**src/rtl/fpga_video_top.sv**
```systemverilog
// FPGA video path top: VGA-style timing generator with a 16-px white grid on black,
// plus status LEDs. The hardware-support bus is held idle in this revision.
module fpga_video_top #(
    parameter int HDISP      = 800,
    parameter int VDISP      = 480,
    parameter int HFP        = 40,
    parameter int HPULSE     = 48,
    parameter int HBP        = 40,
    parameter int VFP        = 13,
    parameter int VPULSE     = 3,
    parameter int VBP        = 29,
    parameter int BLINK_HALF = 25_000_000
) (
    input  logic        FPGA_CLK1_50,
    input  logic [1:0]  KEY,
    input  logic [3:0]  SW,
    output logic [7:0]  LED,
    // hws_if master side
    output logic        hws_req_o,
    output logic        hws_wr_o,
    output logic [15:0] hws_addr_o,
    output logic [31:0] hws_wdata_o,
    // video_if source side
    output logic        vid_clk_o,
    output logic        vid_rst_o,
    output logic        vga_hs_o,
    output logic        vga_vs_o,
    output logic        vga_blank_o,
    output logic        vga_sync_o,
    output logic [23:0] vga_rgb_o
);

    localparam int HTOT     = HDISP + HFP + HPULSE + HBP;
    localparam int VTOT     = VDISP + VFP + VPULSE + VBP;
    localparam int HW       = $clog2(HTOT);
    localparam int VW       = $clog2(VTOT);
    localparam int BW       = (BLINK_HALF > 1) ? $clog2(BLINK_HALF) : 1;
    localparam int HSYNC_LO = HDISP + HFP;
    localparam int HSYNC_HI = HDISP + HFP + HPULSE;
    localparam int VSYNC_LO = VDISP + VFP;
    localparam int VSYNC_HI = VDISP + VFP + VPULSE;

    logic          key_meta_q;
    logic          rst_n_q;
    logic [HW-1:0] hcnt_q, hcnt_d;
    logic [VW-1:0] vcnt_q, vcnt_d;
    logic [BW-1:0] blink_cnt_q, blink_cnt_d;
    logic          blink_q, blink_d;
    logic [3:0]    sw_q;
    logic          hs_q, hs_d;
    logic          vs_q, vs_d;
    logic          blank_q, blank_d;
    logic [23:0]   rgb_q, rgb_d;
    logic          active_s;
    logic          grid_s;
    logic          unused_key_s;

    // Two-flop synchroniser forming the internal reset from KEY[0]; these flops are never reset.
    always_ff @(posedge FPGA_CLK1_50) begin
        key_meta_q <= KEY[0];
        rst_n_q    <= key_meta_q;
    end

    // Raster position: hcnt wraps each line, vcnt advances on hcnt wrap and wraps each frame.
    always_comb begin
        hcnt_d = hcnt_q;
        vcnt_d = vcnt_q;
        if (hcnt_q == HW'(HTOT - 1)) begin
            hcnt_d = '0;
            if (vcnt_q == VW'(VTOT - 1)) begin
                vcnt_d = '0;
            end else begin
                vcnt_d = vcnt_q + VW'(1);
            end
        end else begin
            hcnt_d = hcnt_q + HW'(1);
        end
    end

    // Video decode of the current position; registered below so outputs lag the counters by one cycle.
    always_comb begin
        active_s = (hcnt_q < HW'(HDISP)) && (vcnt_q < VW'(VDISP));
        grid_s   = (hcnt_q[3:0] == 4'd0) || (vcnt_q[3:0] == 4'd0);
        hs_d     = !((hcnt_q >= HW'(HSYNC_LO)) && (hcnt_q < HW'(HSYNC_HI)));
        vs_d     = !((vcnt_q >= VW'(VSYNC_LO)) && (vcnt_q < VW'(VSYNC_HI)));
        blank_d  = active_s;
        if (active_s && grid_s) begin
            rgb_d = 24'hFF_FFFF;
        end else begin
            rgb_d = 24'h00_0000;
        end
    end

    // Heartbeat LED: toggles after every BLINK_HALF cycles out of reset.
    always_comb begin
        blink_cnt_d = blink_cnt_q;
        blink_d     = blink_q;
        if (blink_cnt_q == BW'(BLINK_HALF - 1)) begin
            blink_cnt_d = '0;
            blink_d     = ~blink_q;
        end else begin
            blink_cnt_d = blink_cnt_q + BW'(1);
            blink_d     = blink_q;
        end
    end

    // State and output registers with synchronous active-low reset.
    always_ff @(posedge FPGA_CLK1_50) begin
        if (!rst_n_q) begin
            hcnt_q      <= '0;
            vcnt_q      <= '0;
            blink_cnt_q <= '0;
            blink_q     <= 1'b0;
            sw_q        <= 4'd0;
            hs_q        <= 1'b1;
            vs_q        <= 1'b1;
            blank_q     <= 1'b0;
            rgb_q       <= 24'h00_0000;
        end else begin
            hcnt_q      <= hcnt_d;
            vcnt_q      <= vcnt_d;
            blink_cnt_q <= blink_cnt_d;
            blink_q     <= blink_d;
            sw_q        <= SW;
            hs_q        <= hs_d;
            vs_q        <= vs_d;
            blank_q     <= blank_d;
            rgb_q       <= rgb_d;
        end
    end

    // LED[0] mirrors the raw reset key so the button state is visible even while held in reset.
    assign LED          = {2'b00, sw_q, blink_q, KEY[0]};
    assign unused_key_s = KEY[1];

    assign hws_req_o    = 1'b0;
    assign hws_wr_o     = 1'b0;
    assign hws_addr_o   = 16'h0000;
    assign hws_wdata_o  = 32'h0000_0000;

    assign vid_clk_o    = FPGA_CLK1_50;
    assign vid_rst_o    = rst_n_q;
    assign vga_hs_o     = hs_q;
    assign vga_vs_o     = vs_q;
    assign vga_blank_o  = blank_q;
    assign vga_sync_o   = 1'b0;
    assign vga_rgb_o    = rgb_q;

endmodule

```
**config.mk**
```make
export PLATFORM = sky130hd
export DESIGN_NAME = fpga_video_top
export DESIGN_NICKNAME = d
export VERILOG_FILES = /design/src/rtl/fpga_video_top.sv
export SDC_FILE = /design/constraint.sdc
export NUM_CORES = 1
export LEC_CHECK = 0
export BUFFER_PORTS_ARGS = -buffer_cell sky130_fd_sc_hd__buf_2
export CORE_MARGIN = 3
export CORE_UTILIZATION = 35
export CTS_CLUSTER_SIZE = 10
export DETAILED_ROUTE_END_ITERATION = 10
export GPL_ROUTABILITY_DRIVEN = 0
export GPL_TIMING_DRIVEN = 0
export PLACE_DENSITY = 0.56
export REMOVE_ABC_BUFFERS = 1
export SYNTH_ARGS = -nofsm -noshare
export SYNTH_HDL_FRONTEND = slang
export SYNTH_SLANG_ARGS = --single-unit
```
**constraint.sdc**
```tcl
create_clock -name FPGA_CLK1_50 -period 2.6 [get_ports FPGA_CLK1_50]
set_input_delay 0.78 -clock FPGA_CLK1_50 [delete_from_list [all_inputs] [get_ports FPGA_CLK1_50]]
set_output_delay 0.78 -clock FPGA_CLK1_50 [all_outputs]
set_load 0.1 [all_outputs]
```
Word level (Yosys, flattened, before mapping)
Index checks and enable logic that the tools add are counted.
Word-level totals
  register bits after elaboration: 79
  output and inout port bits: 88
  logic and storage cells: 38
  bits in latches: 0
  bits of input ports: 7
  ROM bits: 0
  memory bits (writable): 0
  memories kept: 0
Operators by class
  equality and inequality tests: 3
  bitwise gates (word level): 2
  reduce and logical (&&, ||, !) cells: 11
  multiplexer cells: 2
  $mul: 0
  div/mod/pow operators: 0
  shift operators: 0
  order comparisons: 6
  $add $sub $neg: 3
Operators with widths (count)
  adder 25 x 1 -> 25 bit (second input constant): 1
  equality test 25 bit (second input constant): 1
  2-to-1 mux 24 bit: 1
  adder 10 x 1 -> 10 bit (second input constant): 2
  equality test 10 bit (second input constant): 2
  < comparator 10 bit (second input constant): 2
  < comparator 10 x 9 -> 1 bit (second input constant): 2
  >= comparator 10 bit (second input constant): 1
  >= comparator 10 x 9 -> 1 bit (second input constant): 1
  2-to-1 mux 10 bit: 1
  logical NOT 4 bit: 2
  logical AND 1 bit: 4
  OR reduction 2 bit: 2
  logical NOT 1 bit: 2
  NOT 1 bit: 2
  logical OR 1 bit: 1

Logic depth before layout (Yosys ltp)
Gate-level depths: netlist of run 1.
  depth in word-level cells: 4
  depth in mapped cells: 6
  gate-level depth less buffers: 5

==> run metrics, run 1 <==
outcome finished clean; Ys Warns 0; Fin Setup TNS 0 ns; largest net degree at the start of global routing 25; post-cts hold buffer count 0; drt total wl 5100 µm; Rows 33; Core Region 0.00838 mm²; cell mode on critical path clkbuf_8; Synth Area in Compound Gates 0.0768; Final nets 382; peak supply drop 0.821 mV; Post-synth EDFFs 0; routed via count 2206; RSZ-0062 raised after global routing false; pwr dens 709 mW/mm²; Avg Synthesized Cell Area 8.73 µm²; CP endpoint kind primary output; hpwl dp 3760 µm; dominant synthesized flop cell dfxtp_1; slew margin rel. 0.602; Hold WC Path Type reg2reg; Final Core Density 0.373; gr usage total 0.104; Slowest cell on crit path buf_2; Residual DRC 0; XOR/XNOR Fraction of Synth Area 0.0739; IO Count 95; clk slew on worst S/H paths 0.10 ns; Worst Setup Start Kind clock port; crit-path max cell delay 0.28 ns; Tightest Pin Transition 0.592 ns; leak pwr 0.00120 µW; vias in the first global route 1903; Seq/Total Area, Yosys 0.364; Initial Util 0.368; total of max-cap violations 0; layout cells sized above 1 0.154; vias per inst 4.64; Yosys cell types 40; final hold viol count 0; TritonCTS clock tree done; Die ar. 0.00996 mm²; post-synthesis mux area share 0; n_diodes 0; Congestion Overflow GR 0; DR iter-0 viols 34; Port Buffers 40; Worst Path Arrival 1.81 ns; Clock Latency Late Sink 0.41 ns; Max FO, Critical Path 2; antenna-violating nets left 0; die height 99.8 µm; DRT Pass-1 Iters 4; Crit Path Category clk2out; Max Slew Vio Count 0; synthesized cell area 0.00308 mm²; Post-synth ARST share 0; Syn Inst Count 353; initial antenna violation count 0; simple-gate share of the synthesized area 0.245; Die W 99.8 µm; Final setup viols 0; CP required 1.82 ns; adder-cell share of the synthesized area 0.0244; largest family of logic cells by synthesized area simple AND/OR/NAND/NOR gates; total setup buffers inserted after CTS 0; area grow syn2layout 1.58%; number of fill cells in the layout 895; #FFs+latches synth 56; ordered list of cells on the worst path clkbuf_8 > clkbuf_8 > buf_2; Setup Skew 0.00386 ns; wire per inst 10.7 µm; post-CTS sizing 0; first-pass GRT wire length 8550 µm
-- metal layers --
layer / global-route usage / vias to the layer above / share of wire
met3: 0.0361 / 6 / 0.066
met4: 0.0399 / 0 / 0.012
met2: 0.165 / 62 / 0.46
met5: 0 / - / 0
met1: 0.131 / 1018 / 0.46
li1: - / 1120 / -
-- worst paths after layout --
check,startpoint,endpoint,slack (ns),cells after the start
worst min register to register,key_meta_q,vid_rst_o,0.34,0
worst max-delay path,FPGA_CLK1_50,vid_clk_o,0.01,3
worst min-delay path,key_meta_q,vid_rst_o,0.34,0
worst max register to register,hcnt_q[0],vcnt_q[6],0.37,5
-- critical path: cells and delay by family --
kind	cells	cell delay, ns
buf+inv	3	0.51
-- through the flow --
step | hold slack, ns | instance area (µm²) | instances | total power [µW] | setup WS [ns]
6_report | 0.336 | 3130 | 475 | 2220 | 0.0136
5_1_grt | 0.339 | 3130 | 475 | 2300 | 0.00229
4_1_cts | 0.337 | 3130 | 475 | 2250 | 0.00638
3_5_place_dp | 0.313 | 3000 | 464 | 1630 | 0.250
3_3_place_gp | 0.312 | 2980 | 463 | 1630 | -0.0701
2_1_floorplan | 0.310 | 2640 | 318 | 1450 | -13.91
-- cell type report --
| cell class | count | area, µm² | area share |
|---|---|---|---|
| multi-input cells | 254 | 1500 | 0.480 |
| flip-flops and latches | 56 | 1120 | 0.358 |
| repair buffers | 40 | 206 | 0.0660 |
| well taps | 105 | 131 | 0.0420 |
| clock buffers | 10 | 129 | 0.0412 |
| inverters | 8 | 30.0 | 0.00960 |
| clock inverters | 2 | 10.0 | 0.00320 |
-- synth_stat cells, types with 2 or more instances --
master	instances	area, µm²
a21oi_1	12	60.1
o31ai_1	9	67.6
nor3_1	5	25.0
nand2_1	15	56.3
a21boi_0	2	15.0
nand4_1	13	81.3
and2_1	8	50.1
inv_1	8	30.0
ha_1	6	75.1
nand3_1	19	95.1
or3_1	4	25.0
nor4_1	6	37.5
buf_2	4	20.0
clkbuf_1	3	11.3
buf_4	80	601
o311ai_0	2	17.5
xor2_1	13	114
nand4b_1	2	17.5
o21ai_0	3	15.0
nor2_1	34	128
and4_1	4	35.0
nor4b_1	2	17.5
or4_1	9	67.6
nor2b_1	2	12.5
and3_1	4	25.0
dfxtp_1	56	1120
nand2b_1	2	12.5
xnor2_1	13	114
or4_4	2	22.5
-- registers in the layout (all words and copies together), names as in the netlist, 4 cells and up --
register	cells
vcnt_q	10
sw_q	4
hcnt_q	10
blink_cnt_q	25
-- placed cells by master (no fill, tap or decap), drive strengths merged, types with 4 or more instances in the layout --
cell type  synthesis  layout
buf               84      41
xnor2             13      13
nand2             15      15
or4               11      11
dfxtp             56      56
or3                4       4
and2               8       8
nor4               6       6
inv                8       8
nor3               5       5
o31ai             10      10
clkbuf             3       9
conb               1      53
o21ai              4       4
nand4             13      13
and3               4       4
nor2              34      34
a21oi             12      12
ha                 6       6
and4               4       4
xor2              13      13
nand3             19      19
-- power by group --
| part | total [µW] | internal (µW) | switching [µW] |
|---|---|---|---|
| registers | 889 | 872 | 17.6 |
| logic | 584 | 33.2 | 551 |
| clock network | 744 | 322 | 422 |
-- kinds of logic after synthesis --
logic type               Yosys count
AO/OA/AOI/OAI                     35
XOR/XNOR                          26
adder cells (fa/ha/maj)            6
buffers and inverters             95
flip-flops                        56
other                              1
AND/OR/NAND/NOR                  134
Power figures use the tool's default switching activity.
==> inputs of run 2 (changes only) <==
--- a/config.mk
+++ b/config.mk
@@ -6,6 +6,7 @@
 export NUM_CORES = 1
 export LEC_CHECK = 0
 export BUFFER_PORTS_ARGS = -buffer_cell sky130_fd_sc_hd__buf_2
+export CORE_ASPECT_RATIO = 2
 export CORE_MARGIN = 3
 export CORE_UTILIZATION = 35
 export CTS_CLUSTER_SIZE = 10
@@ -14,6 +15,7 @@
 export GPL_TIMING_DRIVEN = 0
 export PLACE_DENSITY = 0.56
 export REMOVE_ABC_BUFFERS = 1
+export SLEW_MARGIN = 20
 export SYNTH_ARGS = -nofsm -noshare
 export SYNTH_HDL_FRONTEND = slang
 export SYNTH_SLANG_ARGS = --single-unit
==> run metrics, run 2 (same netlist as run 1, synthesis figures left out) <==
Congestion Overflow GR 0; first-pass GRT wire length 9880 µm; Max Slew Vio Count 0; Max FO, Critical Path 2; Final nets 382; Initial Util 0.366; commonest non-fill, non-tap cell in the layout dfxtp_1; largest net degree at the start of global routing 25; Final Cell Area 0.00320 mm²; number of fill cells in the layout 875; vias in the first global route 2179; Rows 47; outcome finished clean; leak pwr 0.00124 µW; Clk pwr share 0.406; Tot Pwr 2490 µW; routed via count 2280; Post-DP Area 0.00299 mm²; most frequent cells in the layout dfxtp_1 (56), conb_1 (53), buf_2 (39), nor2_1 (34), nand3_1 (19); wire per inst 12.6 µm; Worst Setup Start Kind clock port; TritonCTS clock tree done; CP endpoint kind primary output; Pint 1470 µW; Tightest Pin Transition 0.637 ns; Die W 72.3 µm; Core Region 0.00841 mm²; Switch Pwr 1010 µW; Sw Share 0.408; pwr dens 777 mW/mm²; Residual DRC 0; Final setup viols 0; area of the multi-input gates 0.00150 mm²; drt total wl 5890 µm; area grow syn2layout 3.94%; Clock Latency Late Sink 0.40 ns; total of max-cap violations 0; n_diodes 0; IO Count 95; Worst Path Arrival 1.77 ns; Hold WC Path Type reg2reg; Crit Path Category clk2out; power share of the combinational group 0.236; slew margin rel. 0.575; total setup buffers inserted after CTS 0; peak supply drop 1.01 mV; die height 139 µm; CP required 1.82 ns; DRT Pass-1 Iters 4; Port Buffers 40; gr usage total 0.124; biggest regs blink_cnt_q: 25 flops, hcnt_q: 10 flops, vcnt_q: 10 flops; final hold viol count 0; RSZ-0062 raised after global routing false; DR iter-0 viols 72; Seq pwr share 0.358; layout cells sized above 1 0.149; Most flops, register blink_cnt_q; Setup Skew 0.00634 ns; vias per inst 4.88; clk slew on worst S/H paths 0.07 ns; hpwl dp 4430 µm; initial antenna violation count 0; antenna-violating nets left 0; register area 0.00112 mm²; post-cts hold buffer count 0; Die ar. 0.0100 mm²; max FFs per register 25
run 2: metal layers:
layer  GRT usage  up-vias  wire length, µm
met5           0        -                0
met4      0.0694        0              152
met3      0.0334        8              379
met2       0.233       74             3270
met1       0.114     1072             2090
li1            -     1126                -
run 2: through the flow:
stage / instances / utilization / worst slack (ns) / hold WS, ns / setup TNS (ns)
final: 467 / 0.381 / 0.0518 / 0.323 / 0
after global routing: 467 / 0.381 / 0.0258 / 0.322 / 0
after CTS: 467 / 0.381 / 0.0488 / 0.325 / 0
after detailed placement: 457 / 0.356 / 0.250 / 0.313 / 0
after global placement: 456 / 0.353 / -0.129 / 0.311 / -2.61
after floorplan: 318 / - / -13.91 / 0.310 / -333.74
run 2: worst paths after layout:
| path | depth (start not counted) | start | to | slack [ns] |
|---|---|---|---|---|
| hold reg to reg | 0 | key_meta_q | vid_rst_o | 0.32 |
| setup / recovery | 3 | FPGA_CLK1_50 | vid_clk_o | 0.05 |
| setup reg to reg | 5 | hcnt_q[0] | vcnt_q[6] | 0.32 |
| hold / removal | 0 | key_meta_q | vid_rst_o | 0.32 |
run 2: cell type report:
type                            count  area share
Multi-Input combinational cell    254       0.469
Sequential cell                    56       0.350
Clock buffer                       10      0.0660
Timing Repair Buffer               40      0.0657
Tap cell                           98      0.0383
Inverter                            8     0.00938
Clock inverter                      1     0.00156
run 2: power groups by stage:
| stage | combinational (µW) | clock [µW] | sequential (µW) |
|---|---|---|---|
| after floorplan | 356 | 0 | 1090 |
| after global placement | 581 | 135 | 910 |
| after detailed placement | 585 | 135 | 910 |
| after CTS | 586 | 1050 | 890 |
| after global routing | 600 | 1080 | 893 |
| final | 587 | 1010 | 890 |
run 2: what timing repair did:
item | 4_1_cts | 5_1_grt
endpoints found under the setup margin | 1 | 0
resized for setup | 1 | 0
hold endpoints to repair | 0 | 0
run 2: critical path, cell delays in order:
cell and delay, ns:
clkbuf_16 0.12, clkbuf_16 0.13, buf_4 0.22
